--- src/rtl/crc8_64_err_mon_if.sv ---
// crc8_64_err_mon_if: decoder-side input bus and registered datapath output bus
interface crc8_64_err_mon_if;
    logic        i_valid;
    logic [0:63] i_data;
    logic        i_err_corr;
    logic        i_err_detec;
    logic        i_err_fatal;
    logic [0:63] o_data;
    logic        o_valid;
    logic        o_poison;
    modport master (
        output i_valid, i_data, i_err_corr, i_err_detec, i_err_fatal,
        input  o_data, o_valid, o_poison
    );
    modport slave (
        input  i_valid, i_data, i_err_corr, i_err_detec, i_err_fatal,
        output o_data, o_valid, o_poison
    );
endinterface

--- src/rtl/crc8_64_err_mon.sv ---
// crc8_64_err_mon: registers CRC-8 (72,64) decoder output, counts corrected/fatal events,
// tracks the corrected-error rate per window and runs the OK/DEGRADED/FAILED health FSM.
module crc8_64_err_mon #(
    parameter int CNT_W       = 16,
    parameter int WIN_LEN     = 1024,
    parameter int CORR_THRESH = 8
) (
    input  logic                 clk,
    input  logic                 reset_n,
    crc8_64_err_mon_if.slave     bus,
    input  logic                 i_clr,
    output logic [CNT_W-1:0]     o_corr_cnt,
    output logic [CNT_W-1:0]     o_fatal_cnt,
    output logic [1:0]           o_state,
    output logic                 o_irq
);
    localparam int WIN_W = $clog2(WIN_LEN);
    localparam int WC_W  = $clog2(CORR_THRESH + 2);
    localparam logic [WIN_W-1:0] WIN_LAST = WIN_W'(WIN_LEN - 1);
    localparam logic [WC_W-1:0]  THRESH   = WC_W'(CORR_THRESH);
    typedef enum logic [1:0] {ST_OK = 2'd0, ST_DEG = 2'd1, ST_FAIL = 2'd2} state_t;
    state_t           state;
    logic [WIN_W-1:0] win_cnt;
    logic [WC_W-1:0]  win_corr;
    logic [WC_W-1:0]  win_res;
    logic             corr_ev;
    logic             fatal_ev;
    logic             wrap;
    assign corr_ev  = bus.i_valid & bus.i_err_corr & ~bus.i_err_fatal;
    assign fatal_ev = bus.i_valid & (bus.i_err_fatal | (bus.i_err_detec & ~bus.i_err_corr));
    assign wrap     = win_cnt == WIN_LAST;
    // win_corr saturates at THRESH, so THRESH+1 always fits in WC_W bits
    assign win_res  = win_corr + WC_W'(corr_ev);
    assign o_state  = state;
    always_ff @(posedge clk or negedge reset_n) begin
        if (!reset_n) begin
            bus.o_data   <= '0;
            bus.o_valid  <= 1'b0;
            bus.o_poison <= 1'b0;
        end else begin
            bus.o_valid  <= bus.i_valid;
            bus.o_poison <= fatal_ev;
            if (bus.i_valid) bus.o_data <= bus.i_data;
        end
    end
    always_ff @(posedge clk or negedge reset_n) begin
        if (!reset_n) begin
            o_corr_cnt  <= '0;
            o_fatal_cnt <= '0;
            win_cnt     <= '0;
            win_corr    <= '0;
            state       <= ST_OK;
            o_irq       <= 1'b0;
        end else if (i_clr) begin
            o_corr_cnt  <= '0;
            o_fatal_cnt <= '0;
            win_cnt     <= '0;
            win_corr    <= '0;
            state       <= ST_OK;
            o_irq       <= 1'b0;
        end else begin
            if (corr_ev && o_corr_cnt != '1) o_corr_cnt <= o_corr_cnt + 1'b1;
            if (fatal_ev && o_fatal_cnt != '1) o_fatal_cnt <= o_fatal_cnt + 1'b1;
            win_cnt  <= wrap ? '0 : win_cnt + 1'b1;
            win_corr <= wrap ? '0 : (corr_ev && win_corr != THRESH) ? win_corr + 1'b1 : win_corr;
            o_irq    <= 1'b0;
            // fatal outranks the window decision made on the same cycle
            if (state != ST_FAIL && fatal_ev) begin
                state <= ST_FAIL;
                o_irq <= 1'b1;
            end else if (state == ST_OK && wrap && win_res >= THRESH) begin
                state <= ST_DEG;
                o_irq <= 1'b1;
            end else if (state == ST_DEG && wrap && win_res == '0) begin
                state <= ST_OK;
            end
        end
    end
endmodule
--- src/flat_wrapper.sv ---
// flat-port wrapper written by rule: the top's interface ports become plain ports
module crc8_64_err_mon_flat 
#(
    parameter int CNT_W       = 16,
    parameter int WIN_LEN     = 1024,
    parameter int CORR_THRESH = 8
)
  (clk, reset_n, i_clr, o_corr_cnt, o_fatal_cnt, o_state, o_irq, bus_i_valid, bus_i_data, bus_i_err_corr, bus_i_err_detec, bus_i_err_fatal, bus_o_data, bus_o_valid, bus_o_poison);
  crc8_64_err_mon_if bus_i ();
  input  logic clk;
  input  logic reset_n;
  input  logic i_clr;
  output logic [CNT_W-1:0] o_corr_cnt;
  output logic [CNT_W-1:0] o_fatal_cnt;
  output logic [1:0] o_state;
  output logic o_irq;
  input wire logic [$bits(bus_i.i_valid)-1:0] bus_i_valid;
  input wire logic [$bits(bus_i.i_data)-1:0] bus_i_data;
  input wire logic [$bits(bus_i.i_err_corr)-1:0] bus_i_err_corr;
  input wire logic [$bits(bus_i.i_err_detec)-1:0] bus_i_err_detec;
  input wire logic [$bits(bus_i.i_err_fatal)-1:0] bus_i_err_fatal;
  output wire logic [$bits(bus_i.o_data)-1:0] bus_o_data;
  output wire logic [$bits(bus_i.o_valid)-1:0] bus_o_valid;
  output wire logic [$bits(bus_i.o_poison)-1:0] bus_o_poison;
  assign bus_i.i_valid = bus_i_valid;
  assign bus_i.i_data = bus_i_data;
  assign bus_i.i_err_corr = bus_i_err_corr;
  assign bus_i.i_err_detec = bus_i_err_detec;
  assign bus_i.i_err_fatal = bus_i_err_fatal;
  assign bus_o_data = bus_i.o_data;
  assign bus_o_valid = bus_i.o_valid;
  assign bus_o_poison = bus_i.o_poison;
  crc8_64_err_mon #(.CNT_W(CNT_W), .WIN_LEN(WIN_LEN), .CORR_THRESH(CORR_THRESH)) u_core (.clk(clk), .reset_n(reset_n), .bus(bus_i), .i_clr(i_clr), .o_corr_cnt(o_corr_cnt), .o_fatal_cnt(o_fatal_cnt), .o_state(o_state), .o_irq(o_irq));
endmodule
--- config.mk ---
export PLATFORM = sky130hd
export DESIGN_NAME = crc8_64_err_mon_flat
export DESIGN_NICKNAME = d
export VERILOG_FILES = /design/src/rtl/crc8_64_err_mon_if.sv /design/src/rtl/crc8_64_err_mon.sv /design/src/flat_wrapper.sv
export SDC_FILE = /design/constraint.sdc
export NUM_CORES = 1
export LEC_CHECK = 0
export ABC_AREA = 1
export BUFFER_PORTS_ARGS = -buffer_cell sky130_fd_sc_hd__buf_4
export CAP_MARGIN = 40
export CELL_PAD_IN_SITES_DETAIL_PLACEMENT = 0
export CELL_PAD_IN_SITES_GLOBAL_PLACEMENT = 2
export CORE_MARGIN = 10
export CORE_UTILIZATION = 26
export CTS_CLUSTER_DIAMETER = 40
export DETAILED_ROUTE_END_ITERATION = 8
export HOLD_SLACK_MARGIN = 0.05
export PLACE_DENSITY = 0.8
export SLEW_MARGIN = 15
export SYNTH_ARGS = -nofsm -noshare
export SYNTH_HDL_FRONTEND = slang
export SYNTH_SLANG_ARGS = --single-unit
--- constraint.sdc ---
create_clock -name clk -period 1.75 [get_ports clk]
set_clock_uncertainty 0.2 [all_clocks]
set_input_delay 0.35 -clock clk [delete_from_list [all_inputs] [get_ports clk]]
set_output_delay 0.35 -clock clk [all_outputs]
set_load 0.01 [all_outputs]
Yosys cells after proc, flatten, opt, wreduce, memory -nomap -nowiden --
Index checks and enable logic that the tools add are counted.
Word-level totals: register bits 115, bits in latches 0, bits in writable memories 0, bits in read-only memories 0, input port bits 71, logic and storage cells 58, memories kept 0
Operators by class: add/subtract/negate cells 5, multipliers 0, div/mod/pow operators 0, magnitude comparators 1, equal/unequal tests 6, shift-type cells 0, multiplexer cells 16, bitwise logic cells 7, reduce and logical (&&, ||, !) cells 14
Operator list (count):
- $mux W16 | 4
- $add A16 B1 Y16 const B | 2
- $ne A16 B16 Y1 const B | 2
- $mux W10 | 2
- $mux W4 | 3
- $add A10 B1 Y10 const B | 1
- $eq A10 B10 Y1 const B | 1
- $logic_and A1 B1 Y1 | 8
- $mux W2 | 4
- $add A4 B1 Y4 | 1
- $add A4 B1 Y4 const B | 1
- $and A1 B1 Y1 | 4
- $ge A4 B4 Y1 const B | 1
- $logic_not A4 Y1 | 1
- $ne A4 B4 Y1 const B | 1
- $reduce_bool A2 Y1 | 2
- $reduce_bool A4 Y1 | 1
- $mux W1 | 3
- $reduce_bool A3 Y1 | 1
- $eq A2 B1 Y1 const B | 1
- $logic_not A2 Y1 | 1
- $ne A2 B2 Y1 const B | 1
- $not A1 Y1 | 2
- $or A1 B1 Y1 | 1

Depth between registers and ports, before layout --
Gate-level depths: netlist of run 1.
word-level depth 9, gate-level depth with buffers 12, gate-level depth less buffers 12

Least setup slack after synthesis of run 1 --
OpenSTA, ideal clock, no wires.
kind input -> register, start in bus_i_err_corr, end reg u_core.state[0], in the netlist u_core.o_state[0], arrival time 1.503 ns, data required time 1.429 ns, setup slack -0.074 ns, stages on the path 12, path buffers 0, cell sequence inv_1 > nor3_4 > ha_1 > ha_1 > inv_1 > nand2_1 > nor2_1 > nand2_1 > nor2_1 > nand2_1 > nand2_1 > a21oi_1
Between the ends: longest elaborated chain between the ends 8
Ends and longest elaborated chain:
- start, declared | RTL line flat_wrapper.sv:19 | input wire logic [$bits(bus_i.i_err_corr)-1:0] bus_i_err_corr;
- $and A1 B1 Y1 (2 in a row) | RTL line crc8_64_err_mon.sv:29 | assign corr_ev = bus.i_valid & bus.i_err_corr & ~bus.i_err_fatal;
- $add A4 B1 Y4 | RTL line crc8_64_err_mon.sv:33 | assign win_res = win_corr + WC_W'(corr_ev);
- $ge A4 B4 Y1 | RTL line crc8_64_err_mon.sv:71 | end else if (state == ST_OK && wrap && win_res >= THRESH) begin
- $logic_and A1 B1 Y1 | RTL line crc8_64_err_mon.sv:71
- $mux W2 | RTL line crc8_64_err_mon.sv:71
- $mux W2 | RTL line crc8_64_err_mon.sv:68 | if (state != ST_FAIL && fatal_ev) begin
- $mux W2 | RTL line crc8_64_err_mon.sv:54 | end else if (i_clr) begin
- end signal, assigned | RTL line crc8_64_err_mon.sv:69 | state <= ST_FAIL;
- end signal, assigned | RTL line crc8_64_err_mon.sv:72 | state <= ST_DEG;
- end signal, assigned | RTL line crc8_64_err_mon.sv:75 | state <= ST_OK;
- end, declared | RTL line crc8_64_err_mon.sv:22 | state_t state;
Several ways; a longest one is shown, not always the timed one. A chain may end at the register's enable or synchronous reset.

Worst setup path in the final report of run 1 --
start reg u_core.o_fatal_cnt[3], end out o_fatal_cnt[3]
RTL lines:
- start, declared | RTL line crc8_64_err_mon.sv:13 | output logic [CNT_W-1:0] o_fatal_cnt,
- start signal, assigned | RTL line crc8_64_err_mon.sv:63 | if (fatal_ev && o_fatal_cnt != '1) o_fatal_cnt <= o_fatal_cnt + 1'b1;
- end, declared | RTL line flat_wrapper.sv:14 | output logic [CNT_W-1:0] o_fatal_cnt;
No word-level cell between the ends.

==> results_dict.tcl, run 1 <==
set metrics [dict create \
    async_set_reset_flop_share_out_of_synthesis 1.00 \
    setup_viol_count_final 0 \
    ioPinCount 172 \
    die_w_um 165 \
    drc 0 \
    synth_enable_flop_cells 0 \
    timing.max_slew.rel_slack 0.527 \
    avgRoutedWirePerCell_um 15.0 \
    yosysMostFrequentCell "nand2_1" \
    grt_setup_unrepaired "true" \
    overflow 0 \
    period_share 0.975 \
    initial_core_util 0.268 \
    postSynthRegisterBits 115 \
    routabilityCongestion 0.802 \
    grt_use_met3 0.0719 \
    antenna_violating_nets_post_route 0 \
    synth_seq_area_share 0.527 \
    fp.coreArea_mm2 0.0204 \
    post_synth.cell_area_avg_um2 7.90 \
    grt_max_degree 65 \
    synth.top_cell.area_share 0.527 \
    clock_tree_from_tritoncts "built" \
    timing.setup.tns_ns 0 \
    placement.setup.worst_slack_ns -0.195 \
    grt_pass1_wl_um 31300 \
    cts.sinks 115 \
    critPathTopFamily "flip-flops" \
    cts_max_level 4 \
    syn_nets 770 \
    number_of_buffers_created_by_cts 17 \
    post_synth_instance_area_mm2 0.00547 \
    synth.largest_area_cell "dfrtp_1" \
    count_of_antenna_diodes_in_the_layout 0 \
    postLayoutSetupSlackWorst_ns 0.0445 \
    placement.cell_area_mm2 0.00750 \
    groute.usage.overall 0.145 \
    required_ns 1.20 \
    maxCapViolations 0 \
    detailroute.via_count 5506 \
    cell_rows 52 \
    synth_top_cells_by_count "nand2_1 (328), dfrtp_1 (115), nor2_1 (64)" \
    clock_insertion_delay_worst_skew_ns 0.42 \
    worst_pin_slew_ns 0.710 \
    leakage_uw 0.00449 \
    layout_min_cycle_time_ns 1.71 \
    synthTopCellsByArea "dfrtp_1 (53%), nand2_1 (23%), nor2_1 (4.4%)" \
    crit_path_start_kind "flip-flop" \
    drt-vias-per-instance 4.33 \
    gate_count_after_technology_mapping 692 \
    status "finished, final reports clean" \
    postLayoutCellArea_mm2 0.00885 \
    clkSlewWorstSetupHoldPaths_ns 0.06 \
    type_of_the_most_critical_hold_path "in2async" \
    drt_first_pass_iters 4 \
    timing.critical_path.mode_cell "buf_4" \
    hold-worst-slack_ns 0.145 \
    hold_viol 0 \
    ctsRootBufferMaster "clkbuf_16" \
    grt_pass1_vias 5864 \
    io_buffers 171 \
    critical_path_arrival_ns 1.16 \
    number_of_nets_in_the_final_layout 1068 \
    synth_cell_types 30 \
    critical_path.n_buffers_inverters 2 \
    vdd_ir_max_mv 0.654 \
    slew_viol_final 0 \
    die_area_mm2 0.0272 \
    critPathSlowestCell "dfrtp_2" \
    crit_path_max_fanout 5 \
    globalRoute.busiestLayer "met2" \
    place_hpwl_um 13800 \
    grt_use_met1 0.181 \
    area.growth.synth_to_final_pct 62.0 \
    design_power_total_uw 7300 \
    clockBufferDepth 2 \
    slowest_delay_ns 0.44 \
    drt_iter0_markers 258 \
    warnings_from_yosys 0 \
    timing.fmax_mhz 586 \
    antenna_found_initial 0 \
    ordered_list_of_cells_on_the_worst_path "buf_4 -> buf_4" \
    fillCellCount 2106 \
    layout-drive-gt1-share 0.302 \
    floorplan.die.height_um 165 \
    worst_setup_path_end_kind "primary output" \
    route.final.wire_length_um 19100 \
    yosys_most_used_dff "dfrtp_1" \
    power.density_mw_per_mm2 824 \
    use_met2 0.211 \
    worstSetupPathType "reg2out" \
]
## metal layers
metal	part of all wire	vias to the layer above
li1	-	2785
met1	0.44	2516
met2	0.44	188
met3	0.11	17
met4	0.014	0
met5	0	-
## layout make-up
cell class	instances	area [um2]	area share
multi-input cells	516	2410	0.273
clock buffers	19	443	0.0500
well taps	270	338	0.0382
clock inverters	13	128	0.0144
inverters	38	145	0.0164
repair buffers	302	2510	0.283
flip-flops and latches	115	2880	0.325
## state kept, by name, indices dropped and copies added (netlist names)
signal	flops
u_core.bus.o_data	64
u_core.win_cnt	10
u_core.o_irq	1
u_core.bus.o_valid	1
u_core.o_state	2
u_core.bus.o_poison	1
u_core.win_corr	4
u_core.o_fatal_cnt	16
u_core.o_corr_cnt	16
## report_power, final
group          switching, uW  internal (uW)  total [uW]
clock                   1390           2010        3400
sequential              88.8           2810        2900
combinational            490            514        1000
total                   1970           5330        7300
## stage by stage
step / instances / utilization
floorplan: 692 / -
global placement: 1174 / 0.367
detailed placement: 1174 / 0.367
CTS: 1273 / 0.428
global route: 1273 / 0.433
finish: 1273 / 0.433
## logic make-up after synthesis
kind of cell	Yosys count	synth area share
flip-flops	115	0.527
adder cells (fa/ha/maj)	7	0.0160
AND/OR/NAND/NOR	467	0.353
XOR/XNOR	16	0.0256
buffers and inverters	61	0.0499
AO/OA/AOI/OAI	26	0.0293
## worst paths after layout
| kind | start | end | cells past startpoint | slack, ns |
|---|---|---|---|---|
| max | u_core.o_fatal_cnt[3]$_DFFE_PN0P_ | o_fatal_cnt[3] | 2 | 0.04 |
| min | reset_n | u_core.bus.o_data[17]$_DFFE_PN0P_ | 2 | 0.14 |
| max reg2reg | u_core.o_fatal_cnt[0]$_DFFE_PN0P_ | u_core.o_fatal_cnt[6]$_DFFE_PN0P_ | 9 | 0.07 |
| min reg2reg | u_core.bus.o_data[7]$_DFFE_PN0P_ | u_core.bus.o_data[7]$_DFFE_PN0P_ | 2 | 0.27 |
| max in group asynchronous | reset_n | u_core.o_fatal_cnt[3]$_DFFE_PN0P_ | 3 | 0.64 |
| min in group clk | i_clr | u_core.o_irq$_DFF_PN0_ | 3 | 0.15 |
## cells in the final DEF (no fill, tap or decap), drive strengths merged, types with 2 or more instances in the layout
master       instances
dfrtp              115
or2                  2
nor3b                3
ha                   7
inv                 41
a21oi                6
dlygate4sd3         65
nand4               27
xor2                14
nor2                71
clkinv               6
nand3               28
clkbuf              19
nor3                 4
o21ai               11
xnor2                2
nand2              331
buf                237
o21bai               7
clkinvlp             3
## timing repair
item / CTS / global route
endpoints found under the hold margin: 179 / 0
hold buffers: 65 / 0
setup endpoints to repair: 12 / 42
pin swaps: 4 / 5
gates resized for setup: 6 / 25
setup buffers: 2 / 0
Power figures use the tool's default switching activity.
==> run 2, diff against run 1 <==
--- a/config.mk
+++ b/config.mk
@@ -10,7 +10,7 @@
 export CAP_MARGIN = 40
 export CELL_PAD_IN_SITES_DETAIL_PLACEMENT = 0
 export CELL_PAD_IN_SITES_GLOBAL_PLACEMENT = 2
-export CORE_MARGIN = 10
+export CORE_MARGIN = 4
 export CORE_UTILIZATION = 26
 export CTS_CLUSTER_DIAMETER = 40
 export DETAILED_ROUTE_END_ITERATION = 8
==> run 2 against run 1 <==
  * Sequential share of layout area is 0.092 points lower
  * Total power is 4.0% higher
  * Sequential cell count stayed put
  * Combinational power hardly changed
  * Critical endpoint is now o_corr_cnt[3]
  * Largest power group unchanged
  * Fmax is 1.6% higher
  * Clock power is 8.5% higher
  * Register-to-register slack better by 0.05 ns
  * Hold slack better by 0.046 ns
  * Highest routed layer unchanged
==> results_dict.tcl, run 2 (synthesis results as in run 1) <==
set metrics [dict create \
    status "finished, final reports clean" \
    largest_register_ff_count 64 \
    drc 0 \
    ioPinCount 172 \
    io_buffers 171 \
    antenna_violating_nets_post_route 0 \
    most_common_cell_after_layout_fill_and_taps_aside "nand2_1" \
    holdPathEnd "u_core.win_corr[1]$_DFFE_PN0P_" \
    count_of_antenna_diodes_in_the_layout 0 \
    crit_path_start_kind "flip-flop" \
    worstSetupPathType "reg2out" \
    timing.fmax_mhz 596 \
    worstHoldStart "bus_i_err_fatal" \
    crit_path_max_fanout 4 \
    placed_cells_incl_taps 1173 \
    globalRoute.busiestLayer "met2" \
    routabilityCongestion 0.772 \
    largest_register "u_core.bus.o_data" \
    die_w_um 153 \
    reg2reg_depth 9 \
    fp.coreArea_mm2 0.0204 \
    r2r_setup_slack_ns 0.12 \
    leakage_uw 0.00452 \
    design_power_total_uw 7590 \
    vdd_ir_max_mv 0.576 \
    period_share 0.959 \
    initial_core_util 0.268 \
    die_area_mm2 0.0234 \
    layout-drive-gt1-share 0.303 \
    hold_path_depth 5 \
    clockBufferDepth 2 \
    clkSlewWorstSetupHoldPaths_ns 0.06 \
    detailroute.via_count 5431 \
    placement.setup.worst_slack_ns -0.238 \
    hold-worst-slack_ns 0.191 \
    power.density_mw_per_mm2 854 \
    top_regs "u_core.bus.o_data: 64 flops, u_core.o_corr_cnt: 16 flops, u_core.o_fatal_cnt: 16 flops" \
    worst_setup_path_end_kind "primary output" \
    most-common-layout-cells "nand2_1 (327), buf_4 (233), dfrtp_1 (113)" \
    timing.rr.end "u_core.o_fatal_cnt[5]$_DFFE_PN0P_" \
    postLayoutSetupSlackWorst_ns 0.0718 \
    clock_insertion_delay_worst_skew_ns 0.42 \
    drt_first_pass_iters 6 \
    clock_tree_from_tritoncts "built" \
    r2r-start "u_core.o_fatal_cnt[0]$_DFFE_PN0P_" \
    route.final.wire_length_um 17700 \
    antenna_found_initial 0 \
    area.growth.synth_to_final_pct 62.5 \
    hold_viol 0 \
    layoutNonFillerInstCount 1278 \
    groute.usage.overall 0.153 \
    overflow 0 \
    number_of_nets_in_the_final_layout 1073 \
    ctsRootBufferMaster "clkbuf_16" \
    grt_use_met1 0.193 \
    critical_path_arrival_ns 1.13 \
    use_met2 0.245 \
    cts.sinks 115 \
    grt_pass1_wl_um 29000 \
    grt_max_degree 66 \
    grt_use_met3 0.0611 \
    drt_iter0_markers 203 \
    grt_pass1_vias 5555 \
    required_ns 1.20 \
    cts_max_level 4 \
    drt-vias-per-instance 4.25 \
    worst_pin_slew_ns 0.724 \
    floorplan.die.height_um 153 \
    layout_min_cycle_time_ns 1.68 \
    avgRoutedWirePerCell_um 13.8 \
    cell_rows 52 \
    maxCapViolations 0 \
    number_of_buffers_created_by_cts 17 \
    setup_viol_count_final 0 \
    place_hpwl_um 12600 \
    type_of_the_most_critical_hold_path "in2reg" \
    timing.max_slew.rel_slack 0.517 \
    slew_viol_final 0 \
]
==> run 2: worst max-delay path: stages, from the launching register on <==
cell and delay, ns:
dfrtp_1 0.42, buf_4 0.16, buf_4 0.14
==> run 2: worst max-delay path by stage <==
| stage | from | end | slack [ns] | depth (start not counted) |
|---|---|---|---|---|
| after floorplan | bus_i_err_corr | u_core.o_state[0]$_DFFE_PN0P_ | -0.07 | 12 |
| after global placement | bus_i_err_corr | u_core.o_state[0]$_DFFE_PN0P_ | -0.22 | 13 |
| after detailed placement | bus_i_err_corr | u_core.o_state[0]$_DFFE_PN0P_ | -0.24 | 13 |
| after CTS | u_core.win_cnt[0]$_DFF_PN0_ | u_core.o_state[0]$_DFFE_PN0P_ | 0.0009 | 7 |
| after global routing | u_core.o_corr_cnt[9]$_DFFE_PN0P_ | u_core.o_corr_cnt[9]$_DFFE_PN0P_ | -0.0003 | 9 |
| final | u_core.o_corr_cnt[3]$_DFFE_PN0P_ | o_corr_cnt[3] | 0.07 | 2 |
==> run 2: per-layer routing <==
metal / routed length [um] / part of all wire
met4: 176 / 0.010
met3: 1480 / 0.084
met5: 0 / 0
met1: 7870 / 0.45
met2: 8150 / 0.46
==> run 2: through the flow <==
step            util  cell area (um2)  setup TNS, ns
5_1_grt        0.435             8880      -0.000290
3_3_place_gp   0.366             7480         -0.337
3_5_place_dp   0.366             7480         -0.661
2_1_floorplan      -             5470        -0.0740
6_report       0.435             8880              0
4_1_cts        0.430             8780              0
==> run 2: repair_timing <==
| item | 4_1_cts | 5_1_grt |
|---|---|---|
| resized for setup | 0 | 20 |
| setup buffers | 3 | 4 |
| hold endpoints to repair | 174 | 0 |
| setup endpoints to repair | 14 | 39 |
| hold buffers | 66 | 0 |
| pin swaps | 1 | 4 |
==> run 2: layout make-up <==
cell class | instances | area [um2]
inverter | 38 | 146
fill | 2087 | 11500
clock inverter | 15 | 193
multi-input combinational | 516 | 2360
sequential | 115 | 2880
timing repair buffer | 307 | 2530
tap | 270 | 338
clock buffer | 17 | 425
==> run 2: power breakdown <==
group / total [uW] / leakage (uW) / switching [uW] / internal (uW)
combinational: 994 / 0.00274 / 479 / 515
sequential: 2900 / 0.00148 / 89.5 / 2810
clock: 3690 / 0.000302 / 1410 / 2280
total: 7590 / 0.00452 / 1980 / 5610
==> run 3, diff against run 2 <==
--- a/config.mk
+++ b/config.mk
@@ -20,3 +20,4 @@
 export SYNTH_ARGS = -nofsm -noshare
 export SYNTH_HDL_FRONTEND = slang
 export SYNTH_SLANG_ARGS = --single-unit
+export TNS_END_PERCENT = 20
==> constraint.sdc (replaced) <==
create_clock -name clk -period 1.75 [get_ports clk]
set_clock_uncertainty 0.2 [all_clocks]
set_input_delay 0.35 -clock clk [delete_from_list [all_inputs] [get_ports clk]]
set_output_delay 0.35 -clock clk [all_outputs]
set_load 0.05 [all_outputs]
==> run 3 against run 2 <==
  * Total power grew 1.8%
  * Core utilization is 0.34 points lower
  * Routed wire length decreased by 2.4%
  * First-iteration DRC count increased by 6.9%
  * Via count shrank 0.57%
  * Die area unchanged
  * Global-route usage shrank 0.29 points
  * Sequential cell count is the same
  * Cell count is 0.78% lower
  * Critical path depth unchanged
  * Largest cell class unchanged
  * Combinational power rose by 45%
  * Hold slack worse by 0.092 ns
==> results_dict.tcl, run 3 (synthesis results as in run 1) <==
set metrics [dict create \
    placement.cell_area_mm2 0.00752 \
    floorplan.die.height_um 153 \
    status "finished, final reports clean" \
    drt_iter0_markers 217 \
    slowest_delay_ns 0.41 \
    clockBufferDepth 2 \
    overflow 0 \
    fin_util 0.431 \
    antenna_found_initial 0 \
    power.density_mw_per_mm2 876 \
    drc 0 \
    critical_path_arrival_ns 1.16 \
    postLayoutSetupSlackWorst_ns 0.0381 \
    route.final.wire_length_um 17300 \
    critPathSlowestCell "dfrtp_2" \
    setup_viol_count_final 0 \
    clkSlewWorstSetupHoldPaths_ns 0.06 \
    groute.usage.overall 0.150 \
    count_of_antenna_diodes_in_the_layout 0 \
    layout_min_cycle_time_ns 1.71 \
    cell_rows 52 \
    grt_max_degree 66 \
    ordered_list_of_cells_on_the_worst_path "buf_4 -> buf_4" \
    period_share 0.978 \
    timing.critical_path.mode_cell "buf_4" \
    largest_register_ff_count 64 \
    timing.fmax_mhz 584 \
    die_w_um 153 \
    ioPinCount 172 \
    grt_setup_unrepaired "true" \
    critPathTopFamily "flip-flops" \
    critical_path.n_buffers_inverters 2 \
    fp.coreArea_mm2 0.0204 \
    layout-drive-gt1-share 0.312 \
    antenna_violating_nets_post_route 0 \
    avgRoutedWirePerCell_um 13.6 \
    largest_register "u_core.bus.o_data" \
    worst_setup_path_end_kind "primary output" \
    clock_insertion_delay_worst_skew_ns 0.41 \
    die_area_mm2 0.0234 \
    grt_pass1_vias 5489 \
    place_hpwl_um 12200 \
    most_common_cell_after_layout_fill_and_taps_aside "nand2_1" \
    postLayoutCellArea_mm2 0.00881 \
    initial_core_util 0.268 \
    maxCapViolations 0 \
    top_regs "u_core.bus.o_data: 64 flops, u_core.o_corr_cnt: 16 flops, u_core.o_fatal_cnt: 16 flops" \
    worst_pin_slew_ns 0.690 \
    vdd_ir_max_mv 0.660 \
    required_ns 1.20 \
    number_of_buffers_created_by_cts 17 \
    ctsRootBufferMaster "clkbuf_16" \
    io_buffers 171 \
    type_of_the_most_critical_hold_path "in2async" \
    fillCellCount 2047 \
    clock_tree_from_tritoncts "built" \
    cts.sinks 115 \
    most-common-layout-cells "nand2_1 (327), buf_4 (223), dfrtp_1 (97)" \
    crit_path_start_kind "flip-flop" \
    grt_pass1_wl_um 28700 \
    timing.max_slew.rel_slack 0.540 \
    number_of_nets_in_the_final_layout 1063 \
    hold_viol 0 \
    detailroute.via_count 5400 \
    slew_viol_final 0 \
    crit_path_max_fanout 5 \
    placement.setup.worst_slack_ns -0.193 \
    drt-vias-per-instance 4.26 \
    drt_first_pass_iters 4 \
    area.growth.synth_to_final_pct 61.2 \
    routabilityCongestion 0.789 \
    leakage_uw 0.00441 \
    worstSetupPathType "reg2out" \
    cts_max_level 4 \
]
==> run 3: cell count changes in the layout (fill, tap and decap cells not counted), sizes merged <==
cell and delta:
buf -9, bufinv -2, clkbuf +4, clkinvlp +5, dlygate4sd3 -1, inv -7
==> run 3: timing repair <==
action,CTS,global route
hold buffers,65,0
gates resized for setup,2,15
buffers inserted,0,0
pin swaps,0,6
hold endpoints to repair,179,0
endpoints found under the setup margin,6,38
==> run 3: worst paths after layout <==
kind,startpoint,endpoint,slack (ns),cells after the start
setup / recovery,u_core.o_corr_cnt[9]$_DFFE_PN0P_,o_corr_cnt[9],0.04,2
hold reg to reg,u_core.bus.o_data[27]$_DFFE_PN0P_,u_core.bus.o_data[27]$_DFFE_PN0P_,0.27,2
max in group asynchronous,reset_n,u_core.bus.o_data[17]$_DFFE_PN0P_,0.64,3
min in group clk,i_clr,u_core.o_state[1]$_DFFE_PN0P_,0.16,3
hold / removal,reset_n,u_core.bus.o_data[52]$_DFFE_PN0P_,0.1,2
setup reg to reg,u_core.o_corr_cnt[1]$_DFFE_PN0P_,u_core.o_corr_cnt[12]$_DFFE_PN0P_,0.06,9
==> run 3: layout make-up <==
class,count,area (um2),share of cell area
timing repair buffer,297,2460,0.279
sequential,115,2900,0.329
clock inverter,11,105,0.0119
inverter,38,145,0.0165
tap,270,338,0.0383
clock buffer,21,470,0.0534
multi-input combinational,516,2390,0.271
==> run 3: report_power, final <==
group	switching, uW	internal (uW)
registers	90.8	2810
logic	917	522
clock network	1310	2070
total	2320	5400
==> run 3: per-layer routing <==
metal / wire length [um] / GRT usage / up-vias
met3: 1360 / 0.0577 / 13
met1: 8040 / 0.201 / 2480
met4: 169 / 0.0429 / 0
li1: - / - / 2757
met5: 0 / 0 / -
met2: 7690 / 0.226 / 150
==> run 3: per-stage QoR <==
step	instances	TNS (ns)	hold slack, ns	total power, uW
final	1268	0	0.0987	7720
after detailed placement	1171	-0.606	0.00630	4270
after CTS	1268	0	0.0973	7830
after global placement	1171	-0.425	0.00316	4270
after global routing	1268	-0.252	0.112	8070
after floorplan	692	-1.51	-0.146	3690
